===== src/rtl/pwm_mux_arbiter.sv =====
// pwm_mux_arbiter: shares one 8:1 PWM compare-value mux among eight
// requesters. The arbiter drives the mux select and captures the selected
// value. It then forwards the value, tagged with its channel index, to a single
// downstream writer over a valid/ready handshake.
// Build option: define PWMMUX_FIXED_PRIO_EN for lowest-index-wins arbitration.
// Without it, arbitration is round-robin.
`ifndef PWMCOUNT_WIDTH
`define PWMCOUNT_WIDTH 16
`endif

module pwm_mux_arbiter #(
  parameter int DATA_W = `PWMCOUNT_WIDTH
) (
  input  logic              clk,
  input  logic              rst,
  input  logic [7:0]        req_i,
  output logic [7:0]        ack_o,
  output logic [2:0]        sel_o,
  input  logic [DATA_W-1:0] mux_data_i,
  output logic              m_valid_o,
  input  logic              m_ready_i,
  output logic [DATA_W-1:0] m_data_o,
  output logic [2:0]        m_id_o,
  output logic              busy_o
);

  typedef enum logic [1:0] {IDLE, LOAD, XFER} state_t;

  state_t     state;
  state_t     state_nxt;
  logic [7:0] eff_req;
  logic [2:0] winner;
  logic       handshake;

  // A channel whose ack is visible this cycle must not win again immediately.
  assign eff_req   = req_i & ~ack_o;
  assign handshake = (state == XFER) && m_ready_i;
  assign busy_o    = (state != IDLE);

`ifdef PWMMUX_FIXED_PRIO_EN
  // Lowest-index set bit wins.
  function automatic logic [2:0] pick(input logic [7:0] r);
    logic [2:0] w;
    w = 3'd0;
    for (int i = 7; i >= 0; i--) begin
      if (r[i]) w = 3'(i);
    end
    return w;
  endfunction

  // Winner selection from the masked request vector.
  always_comb begin
    winner = pick(eff_req);
  end
`else
  logic [2:0] last_grant;

  // First set bit scanning upward from last+1, wrapping 7 to 0.
  function automatic logic [2:0] pick(input logic [7:0] r, input logic [2:0] last);
    logic [2:0] w;
    logic [2:0] idx;
    logic       found;
    w     = 3'd0;
    found = 1'b0;
    for (int i = 1; i <= 8; i++) begin
      idx = last + 3'(i);
      if (!found && r[idx]) begin
        w     = idx;
        found = 1'b1;
      end
    end
    return w;
  endfunction

  // Winner selection from the masked request vector.
  always_comb begin
    winner = pick(eff_req, last_grant);
  end

  // Remember the last channel that completed a handshake.
  always_ff @(posedge clk or posedge rst) begin
    if (rst) begin
      last_grant <= 3'd7;
    end else if (handshake) begin
      last_grant <= m_id_o;
    end
  end
`endif

  // State register.
  always_ff @(posedge clk or posedge rst) begin
    if (rst) begin
      state <= IDLE;
    end else begin
      state <= state_nxt;
    end
  end

  // Next-state decode.
  always_comb begin
    state_nxt = state;
    case (state)
      IDLE:    if (|eff_req) state_nxt = LOAD;
      LOAD:    state_nxt = XFER;
      XFER:    if (m_ready_i) state_nxt = IDLE;
      default: state_nxt = IDLE;
    endcase
  end

  // Select, capture and handshake registers; ack is a one-cycle pulse.
  always_ff @(posedge clk or posedge rst) begin
    if (rst) begin
      sel_o     <= 3'd0;
      m_valid_o <= 1'b0;
      m_data_o  <= '0;
      m_id_o    <= 3'd0;
      ack_o     <= 8'd0;
    end else begin
      ack_o <= 8'd0;
      case (state)
        IDLE: begin
          if (|eff_req) sel_o <= winner;
        end
        LOAD: begin
          // The mux has had a full cycle to settle on sel_o.
          m_data_o  <= mux_data_i;
          m_id_o    <= sel_o;
          m_valid_o <= 1'b1;
        end
        XFER: begin
          if (m_ready_i) begin
            m_valid_o <= 1'b0;
            ack_o     <= 8'(1) << m_id_o;
          end
        end
        default: begin
          m_valid_o <= 1'b0;
        end
      endcase
    end
  end

endmodule


===== config.mk =====
export PLATFORM = sky130hd
export DESIGN_NAME = pwm_mux_arbiter
export DESIGN_NICKNAME = d
export VERILOG_FILES = /design/src/rtl/pwm_mux_arbiter.sv
export SDC_FILE = /design/constraint.sdc
export NUM_CORES = 1
export LEC_CHECK = 0
export CAP_MARGIN = 5
export CORE_UTILIZATION = 53
export CTS_CLUSTER_DIAMETER = 80
export CTS_CLUSTER_SIZE = 40
export DETAILED_ROUTE_END_ITERATION = 10
export HOLD_SLACK_MARGIN = 0.06
export PLACE_DENSITY = 0.95
export SLEW_MARGIN = 20
export SYNTH_ARGS = -nofsm -noshare
export SYNTH_HDL_FRONTEND = slang
export SYNTH_SLANG_ARGS = --single-unit
export TNS_END_PERCENT = 100

===== constraint.sdc =====
create_clock -name clk -period 4.2 [get_ports clk]
set_input_delay 0.84 -clock clk [delete_from_list [all_inputs] [get_ports clk]]
set_output_delay 0.84 -clock clk [all_outputs]
set_load 0.02 [all_outputs]

* Word-level counts from Yosys, hierarchy flattened
Index checks and enable logic that the tools add are counted.
Storage, ports and cells: bits in registers 36, logic and storage cells 89, output and inout bits 32
Operators by class: mux-type cells 38, eq/ne operators 4, add/sub/neg operators 7, $lt $le $gt $ge 8, bitwise operators 3, shift-type cells 1, reductions and logical operators 21
Operator list (number):
- < comparator 3 x 4 -> 1 bit, second input constant | 8
- binary-select mux 1 bit (select 3 bit) | 8
- 2-to-1 mux 3 bit | 8
- 2-to-1 mux 1 bit | 16
- 2-to-1 mux 8 bit | 2
- adder 3 bit, second input constant | 4
- bitwise AND 8 bit | 1
- logical AND 1 bit | 8
- inverter 8 bit | 1
- OR reduction 8 bit | 1
- left shift 1 x 3 -> 8 bit, first input constant | 1
- zero test 1 bit | 7
- adder 3 x 2 -> 3 bit, second input constant | 2
- one-hot mux 2 bit (3 select lines) | 1
- AND reduction 2 bit | 3
- 2-to-1 mux 2 bit | 2
- inequality test 2 bit, second input constant | 2
- adder 3 x 1 -> 3 bit, second input constant | 1
- one-hot mux 1 bit (3 select lines) | 1
- equality test 2 x 1 -> 1 bit, second input constant | 1
- equality test 2 bit, second input constant | 1
- zero test 2 bit | 1
- nonzero test 2 bit | 1
- inverter 1 bit | 1

* Longest topological paths before layout
Gate-level depths: netlist of the first run.
depth after elaboration 26, gate-level depth with buffers 10, gate-level depth less buffers 9

* Least setup slack after synthesis of the first run
Ideal clock, no wire load.
path kind flip-flop to flip-flop, start reg last_grant[0], end reg sel_o[0], slack 1384 ps, path buffers 1, stages on the path, launching flop included 11, library setup time 92 ps, arrival time 2724 ps, cells stage by stage dfstp_2 -> buf_6 -> inv_4 -> ha_1 -> xnor2_2 -> mux4_2 -> mux2_4 -> a21oi_4 -> o2111ai_1 -> and3_1 -> o31ai_2
On the way: longest elaborated chain between the ends 25, elaborated cells on any way between the ends 52
RTL lines:
- from (decl) | line 56 | logic [2:0] last_grant;
- from (signal assigned) | line 85 | last_grant <= m_id_o;
- adder 3 x 1 -> 3 bit | line 66 | idx = last + 3'(i);
- binary-select mux 1 bit (select 3 bit) | line 67 | if (!found && r[idx]) begin
- 2-to-1 mux 1 bit (not written as such) | line 67
- 2-to-1 mux 1 bit | line 67
- zero test 1 bit | line 67
- logical AND 1 bit | line 67
- 2-to-1 mux 1 bit | line 67
- zero test 1 bit | line 67
- [... 9 more ...]
- logical AND 1 bit | line 67
- 2-to-1 mux 1 bit | line 67
- zero test 1 bit | line 67
- logical AND 1 bit | line 67
- 2-to-1 mux 1 bit | line 67
- zero test 1 bit | line 67
- logical AND 1 bit | line 67
- 2-to-1 mux 3 bit * | line 67
- to (signal assigned) | line 122 | if (|eff_req) sel_o <= winner;
- to (decl) | line 18 | output logic [2:0] sel_o,
Mark *: on every way between the ends. The rest lies on a longest branch, timed or not. The select of a mux whose other input is x is not followed. A chain may end at the register's enable or synchronous reset.

* Worst setup path in the final report of the first run
start reg last_grant[1], end reg sel_o[2]
The elaborated chain is that of the path after synthesis.

==> flow_metrics.env, run 1 <==
export IMPL_outcome="completed"
export IMPL_cp_data_arrival_time_ns=3.67
export IMPL_holdPathEnd="m_data_o[5]"
export IMPL_place_inst=322
export IMPL_timing_critical_path_to_type="flip-flop"
export IMPL_detailedPlace_worstSlack_ns=0.782
export IMPL_synth_cells=219
export IMPL_grt_pass1_vias=2098
export IMPL_worstHoldPathCells=1
export IMPL_die_x_extent_um=68.8
export IMPL_cts_htree_levels=2
export IMPL_cp_slowest_cell="ha_1"
export IMPL_path_buf_inv=1
export IMPL_routed_wirelength_um=6240
export IMPL_worst_path_stages=8
export IMPL_netSwitchingPower_mw=1.27
export IMPL_layer_carrying_the_most_global_route_usage="met2"
export IMPL_min_period_over_period_pct=84.1
export IMPL_cts_root_buffer_cell="clkbuf_8"
export IMPL_yosysSeqAreaShare_pct=38.3
export IMPL_port_buffers=58
export IMPL_clock_latency_ns=0.29
export IMPL_power_mw=2.87
export IMPL_post_dp_hpwl_um=4720
export IMPL_areaGrowthSynthToFinish_pct=31.6
export IMPL_grt_util_all_layers_pct=29.6
export IMPL_combinationalPowerShare_pct=65.3
export IMPL_holdCritPathClass="flip-flop to flip-flop"
export IMPL_final_cell_mix="clkdlybuf4s50_1, dfrtp_1, nor2_1"
export IMPL_intPower_mw=1.60
export IMPL_finalMaxSlewViolations=0
export IMPL_timing_final_hold_violations=0
export IMPL_post_route_drc_count=0
export IMPL_power_density_nw_per_um2=923
export IMPL_postSynth_asyncResetShare_pct=100
export IMPL_post_route_worst_setup_slack_ns=0.668
export IMPL_crit_path_max_fanout=14
export IMPL_setup_reg_to_reg_worst_slack_ns=0.67
export IMPL_floorplan_die_height_um=68.8
export IMPL_fill_cells=266
export IMPL_vdd_drop_max_mv=0.568
export IMPL_postLayoutCellArea_um2=3110
export IMPL_synth_flop_cell="dfrtp_1"
export IMPL_cellLeakagePower_nw=1.29
export IMPL_critical_path_cell_by_cell="clkinv_1, ha_1, nor2_1, a22o_1, nor4b_2, nand4_1, o41ai_1, a31oi_1"
export IMPL_cts_tree="yes"
export IMPL_groute_layer_met2_usage_pct=51.3
export IMPL_diodes=0
export IMPL_cp_launch_point="last_grant[1]"
export IMPL_ctsLongestPathBuffers=2
export IMPL_path_delay_family="simple AND/OR/NAND/NOR gates"
export IMPL_cts_clk_slew_worst_paths_ns=0.07
export IMPL_clock_sink_count=36
export IMPL_mostFrequentLayoutCell="clkdlybuf4s50_1"
export IMPL_synth_warning_count=0
export IMPL_syn_mean_instance_area_um2=10.8
export IMPL_logic_depth_of_the_worst_register_to_register_path=8
export IMPL_cts_resized=0
export IMPL_drive_above_1_share_pct=19.6
export IMPL_netlist_cell_type_count=60
export IMPL_pwr_share_seq_pct=23.1
export IMPL_cp_start_kind="flip-flop"
export IMPL_num_io_pins=59
export IMPL_synth_seq_cells=36
export IMPL_via_count=2093
export IMPL_totalNegativeSetupSlack_ns=0
export IMPL_setup_repair_after_global_routing_missed_its_margin="false"
export IMPL_cts_buffers=5
export IMPL_fin_cells=330
export IMPL_launch_instance_of_the_worst_register_to_register_path="last_grant[1]"
export IMPL_fmax_achieved_mhz=283
export IMPL_start_util_pct=57.0
export IMPL_post_cts_setup_buffer_count=0
export IMPL_antenna_found_initial=0
export IMPL_globalRouteMet3Util_pct=10.4
export IMPL_grt_pass1_wl_um=9860
export IMPL_critical_path_reg2reg_endpoint="sel_o[2]"
export IMPL_tightest_slew_ns=0.589
export IMPL_syn_cell_area_um2=2360
export IMPL_final_setup_skew_ns=0.00764
export IMPL_num_nets_final=308
export IMPL_route_detailed_vias_per_inst=6.34
export IMPL_grt_overflow=0
export IMPL_slew_headroom_pct=59.6
export IMPL_crit_required_ns=4.34
export IMPL_finalCriticalPeriod_ns=3.53
export IMPL_clock_power_share_pct=11.6
export IMPL_place_gp_congestion=0.987
export IMPL_max_stage_delay_ns=0.71
export IMPL_initialDrtViolationCount=328
export IMPL_setup_violations_final=0
export IMPL_grt_start_max_net_pins=37
export IMPL_ctsHoldBuffers=0
export IMPL_holdCritStartpoint="m_data_o[5]"
export IMPL_fp_dieArea_um2=4730
export IMPL_placeableCoreArea_um2=4140
export IMPL_wire_per_inst_um=18.9
export IMPL_critical_setup_path_class="flip-flop to flip-flop"
export IMPL_drtAntennaViolNets=0
export IMPL_drt_pass1_iter_count=6
export IMPL_synth_edf_count=0
export IMPL_synthesis_nets=248
export IMPL_grt_met1_usage_pct=32.7
export IMPL_number_of_violations_of_the_max_capacitance_limit=0
export IMPL_row_count=23
export IMPL_placed_area_um2=2980
export IMPL_switching_share_pct=44.3
==> state kept, by name (all words and copies together), names as in the netlist <==
name / count
ack_o: 8
last_grant: 3
m_valid_o: 1
sel_o: 3
m_data_o: 16
m_id_o: 3
state: 2
==> per-layer routing <==
layer  vias to the layer above  wire length, um
met3                        29              589
met2                       116             3030
met5                         -                0
li1                        931                -
met4                         0              200
met1                      1017             2420
==> worst max-delay path by stage <==
stage	to
detailed placement	sel_o[2]
global route	sel_o[2]
global placement	sel_o[2]
finish	sel_o[2]
floorplan	sel_o[0]
CTS	sel_o[2]
==> synth_stat cells, types with 2 or more instances <==
cell	count	share of area, %
dfrtp_1	33	35
nor2_1	23	3.7
mux2_2	21	10
nand2_1	16	2.5
nand2b_1	13	3.4
nor2b_1	9	2.4
a21oi_1	8	1.7
mux2i_1	8	3.4
mux4_2	8	7.6
inv_1	6	0.95
nor3_1	5	1.1
o21ai_0	4	0.85
clkbuf_1	3	0.48
dfstp_2	3	3.3
a221oi_1	2	0.74
a22o_1	2	0.74
and3_1	2	0.53
buf_1	2	0.32
buf_6	2	0.95
ha_1	2	1.1
mux4_1	2	2.2
nand4_1	2	0.53
nor4_1	2	0.53
o2111ai_1	2	0.74
o211ai_1	2	0.64
o21a_1	2	0.64
or2_2	2	0.53
==> power groups by stage <==
stage / Combinational, mW / Sequential [mW] / Clock (mW)
floorplan: 1.23 / 0.746 / 0
global placement: 1.78 / 0.653 / 0
detailed placement: 1.84 / 0.667 / 0
CTS: 1.85 / 0.664 / 0.339
global route: 2.01 / 0.687 / 0.350
finish: 1.87 / 0.663 / 0.332
==> area by class of cell <==
| cell class | count | area, um2 | area share, % |
|---|---|---|---|
| multi-input cells | 167 | 1380 | 44.4 |
| flip-flops and latches | 36 | 905 | 29.1 |
| repair buffers | 61 | 603 | 19.4 |
| clock buffers | 7 | 96.3 | 3.10 |
| well taps | 50 | 62.6 | 2.01 |
| inverters | 8 | 32.5 | 1.05 |
| clock inverters | 1 | 30.0 | 0.966 |
==> metrics by stage <==
step / hold slack, ns / util (%)
floorplan: 0.522 / -
detailed placement: 0.495 / 72.0
global placement: 0.460 / 72.0
finish: 0.504 / 75.0
global route: 0.524 / 75.0
CTS: 0.510 / 75.0
==> cells by family (layout without fill, tap and decap cells) <==
| logic type | count (synthesis) | count (layout) | synth area share, % |
|---|---|---|---|
| simple gates | 81 | 81 | 18.1 |
| mux | 41 | 41 | 24.5 |
| compound gates | 39 | 39 | 12.7 |
| flops | 36 | 36 | 38.3 |
| buf+inv | 16 | 77 | 3.33 |
| xor+xnor | 4 | 4 | 2.12 |
| fa+ha+maj | 2 | 2 | 1.06 |
==> worst reg2reg max path, cell delays in order, from the launching register on <==
cell	delay, ns
dfstp_2	0.66
clkinv_1	0.25
ha_1	0.71
nor2_1	0.14
a22o_1	0.30
nor4b_2	0.53
nand4_1	0.26
o41ai_1	0.44
a31oi_1	0.09
Power figures use the tool's default switching activity.
==> inputs of run 2 (changes only) <==
CORE_UTILIZATION = 50   (was 53)
PLACE_DENSITY = 0.92   (was 0.95)
clock period = 3.7 ns   (was 4.2 ns; I/O delays follow)
==> run 2 against run 1 <==
  * Clock skew increased by 0.00065 ns
  * Global-route usage decreased by 2.4 points
  * Die area increased by 5.8%
  * Combinational power increased by 14%
  * Total power increased by 11%
  * Routed wire length increased by 2.4%
  * Via count decreased by 1.3%
  * Final cell count increased by 0.61%
  * Sequential share of layout area increased by 0.40 points
  * Largest cell class unchanged
  * Highest routed layer unchanged
==> flow_metrics.env, run 2 (synthesis gave the netlist of run 1 again) <==
export IMPL_outcome="completed"
export IMPL_cp_data_arrival_time_ns=3.62
export IMPL_worstSetupEndpoint="sel_o[0]"
export IMPL_routed_wirelength_um=6390
export IMPL_post_route_drc_count=0
export IMPL_slew_headroom_pct=60.0
export IMPL_post_cts_setup_buffer_count=0
export IMPL_power_density_nw_per_um2=1040
export IMPL_tightest_slew_ns=0.584
export IMPL_antenna_found_initial=0
export IMPL_multi_input_comb_area_um2=1380
export IMPL_cts_resized=0
export IMPL_min_period_over_period_pct=92.4
export IMPL_clock_latency_ns=0.29
export IMPL_cts_clk_slew_worst_paths_ns=0.07
export IMPL_num_io_pins=59
export IMPL_die_x_extent_um=70.8
export IMPL_number_of_violations_of_the_max_capacitance_limit=0
export IMPL_crit_path_max_fanout=13
export IMPL_row_count=24
export IMPL_vdd_drop_max_mv=0.556
export IMPL_finalMaxSlewViolations=0
export IMPL_critical_path_reg2reg_endpoint="sel_o[0]"
export IMPL_whs_ns=0.487
export IMPL_num_nets_final=308
export IMPL_fmax_achieved_mhz=292
export IMPL_cts_tree="yes"
export IMPL_drive_above_1_share_pct=18.9
export IMPL_clock_sink_count=36
export IMPL_cts_htree_levels=2
export IMPL_grt_start_max_net_pins=23
export IMPL_fill_cells=336
export IMPL_setup_violations_final=0
export IMPL_drt_pass1_iter_count=6
export IMPL_cellLeakagePower_nw=1.26
export IMPL_finalCriticalPeriod_ns=3.42
export IMPL_holdCritPathClass="flip-flop to flip-flop"
export IMPL_largest_register_ffs=16
export IMPL_crit_required_ns=3.90
export IMPL_final_setup_skew_ns=0.00829
export IMPL_route_detailed_vias_per_inst=6.22
export IMPL_launch_instance_of_the_worst_register_to_register_path="last_grant[1]"
export IMPL_start_util_pct=53.2
export IMPL_power_mw=3.18
export IMPL_postLayoutCoreUtil_pct=69.0
export IMPL_setup_reg_to_reg_worst_slack_ns=0.28
export IMPL_via_count=2065
export IMPL_timing_final_hold_violations=0
export IMPL_cp_launch_point="last_grant[1]"
export IMPL_floorplan_die_height_um=70.8
export IMPL_grt_overflow=0
export IMPL_grt_util_all_layers_pct=27.3
export IMPL_port_buffers=58
export IMPL_critical_setup_path_class="flip-flop to flip-flop"
export IMPL_areaGrowthSynthToFinish_pct=29.8
export IMPL_timing_critical_path_to_type="flip-flop"
export IMPL_drtAntennaViolNets=0
export IMPL_register_with_the_highest_flop_count="m_data_o"
export IMPL_grt_pass1_wl_um=10400
export IMPL_cts_buffers=5
export IMPL_wire_per_inst_um=19.3
export IMPL_layout_top_registers="m_data_o (16), ack_o (8)"
export IMPL_initialDrtViolationCount=231
export IMPL_fp_dieArea_um2=5010
export IMPL_totalNegativeSetupSlack_ns=0
export IMPL_grt_pass1_vias=2069
export IMPL_ctsLongestPathBuffers=2
export IMPL_register_area_um2=905
export IMPL_cp_start_kind="flip-flop"
export IMPL_mostFrequentLayoutCell="clkdlybuf4s50_1"
export IMPL_diodes=0
export IMPL_placeableCoreArea_um2=4440
export IMPL_place_gp_congestion=1.01
export IMPL_final_cell_mix="clkdlybuf4s50_1, dfrtp_1, nor2_1"
export IMPL_post_dp_hpwl_um=4730
export IMPL_cts_root_buffer_cell="clkbuf_8"
export IMPL_setup_repair_after_global_routing_missed_its_margin="false"
export IMPL_ctsHoldBuffers=0
export IMPL_logic_depth_of_the_worst_register_to_register_path=9
[run 2: per-stage QoR]
| stage | instance area (um2) | setup slack, ns | std cells |
|---|---|---|---|
| 3_3_place_gp | 2990 | 0.423 | 324 |
| 3_5_place_dp | 2990 | 0.360 | 324 |
| 6_report | 3070 | 0.280 | 332 |
| 5_1_grt | 3070 | 0.170 | 332 |
| 4_1_cts | 3070 | 0.342 | 332 |
| 2_1_floorplan | 2360 | 0.884 | 219 |
[run 2: area by class of cell]
cell class                      count  share of cell area, %
Tap cell                           52                   2.12
Inverter                            8                   1.06
Multi-Input combinational cell    167                   45.0
Clock inverter                      1                  0.163
Timing Repair Buffer               61                   19.7
Clock buffer                        7                   2.49
Sequential cell                    36                   29.5
[run 2: metal layers]
layer	share of wire [%]	wire, um	GRT usage, %
met5	0	0	0
met2	50	3170	45.8
met4	2.5	160	8.67
met1	38	2410	33.8
met3	10	651	8.40
[run 2: worst min-delay path by stage]
stage | end | from | depth (start not counted) | slack (ns)
CTS | m_valid_o | m_valid_o | 1 | 0.49
detailed placement | m_valid_o | m_valid_o | 1 | 0.47
floorplan | state[1] | state[1] | 1 | 0.52
finish | m_valid_o | m_valid_o | 1 | 0.49
global route | m_valid_o | m_valid_o | 1 | 0.50
global placement | m_valid_o | m_valid_o | 1 | 0.46
[run 2: power breakdown]
group	total (mW)	switching, mW	leakage [nW]	internal, mW
logic	2.13	1.12	0.788	1.00
registers	0.788	0.212	0.434	0.575
clock network	0.269	0.137	0.0422	0.132
[run 2: worst max-delay path: stages, from the launching register on]
cell       delay (ns)
dfstp_2          0.70
clkinv_1         0.29
ha_1             0.33
xnor2_2          0.37
mux4_2           0.59
mux2_4           0.33
a21oi_4          0.15
o2111ai_1        0.12
and3_1           0.24
o31ai_2          0.21
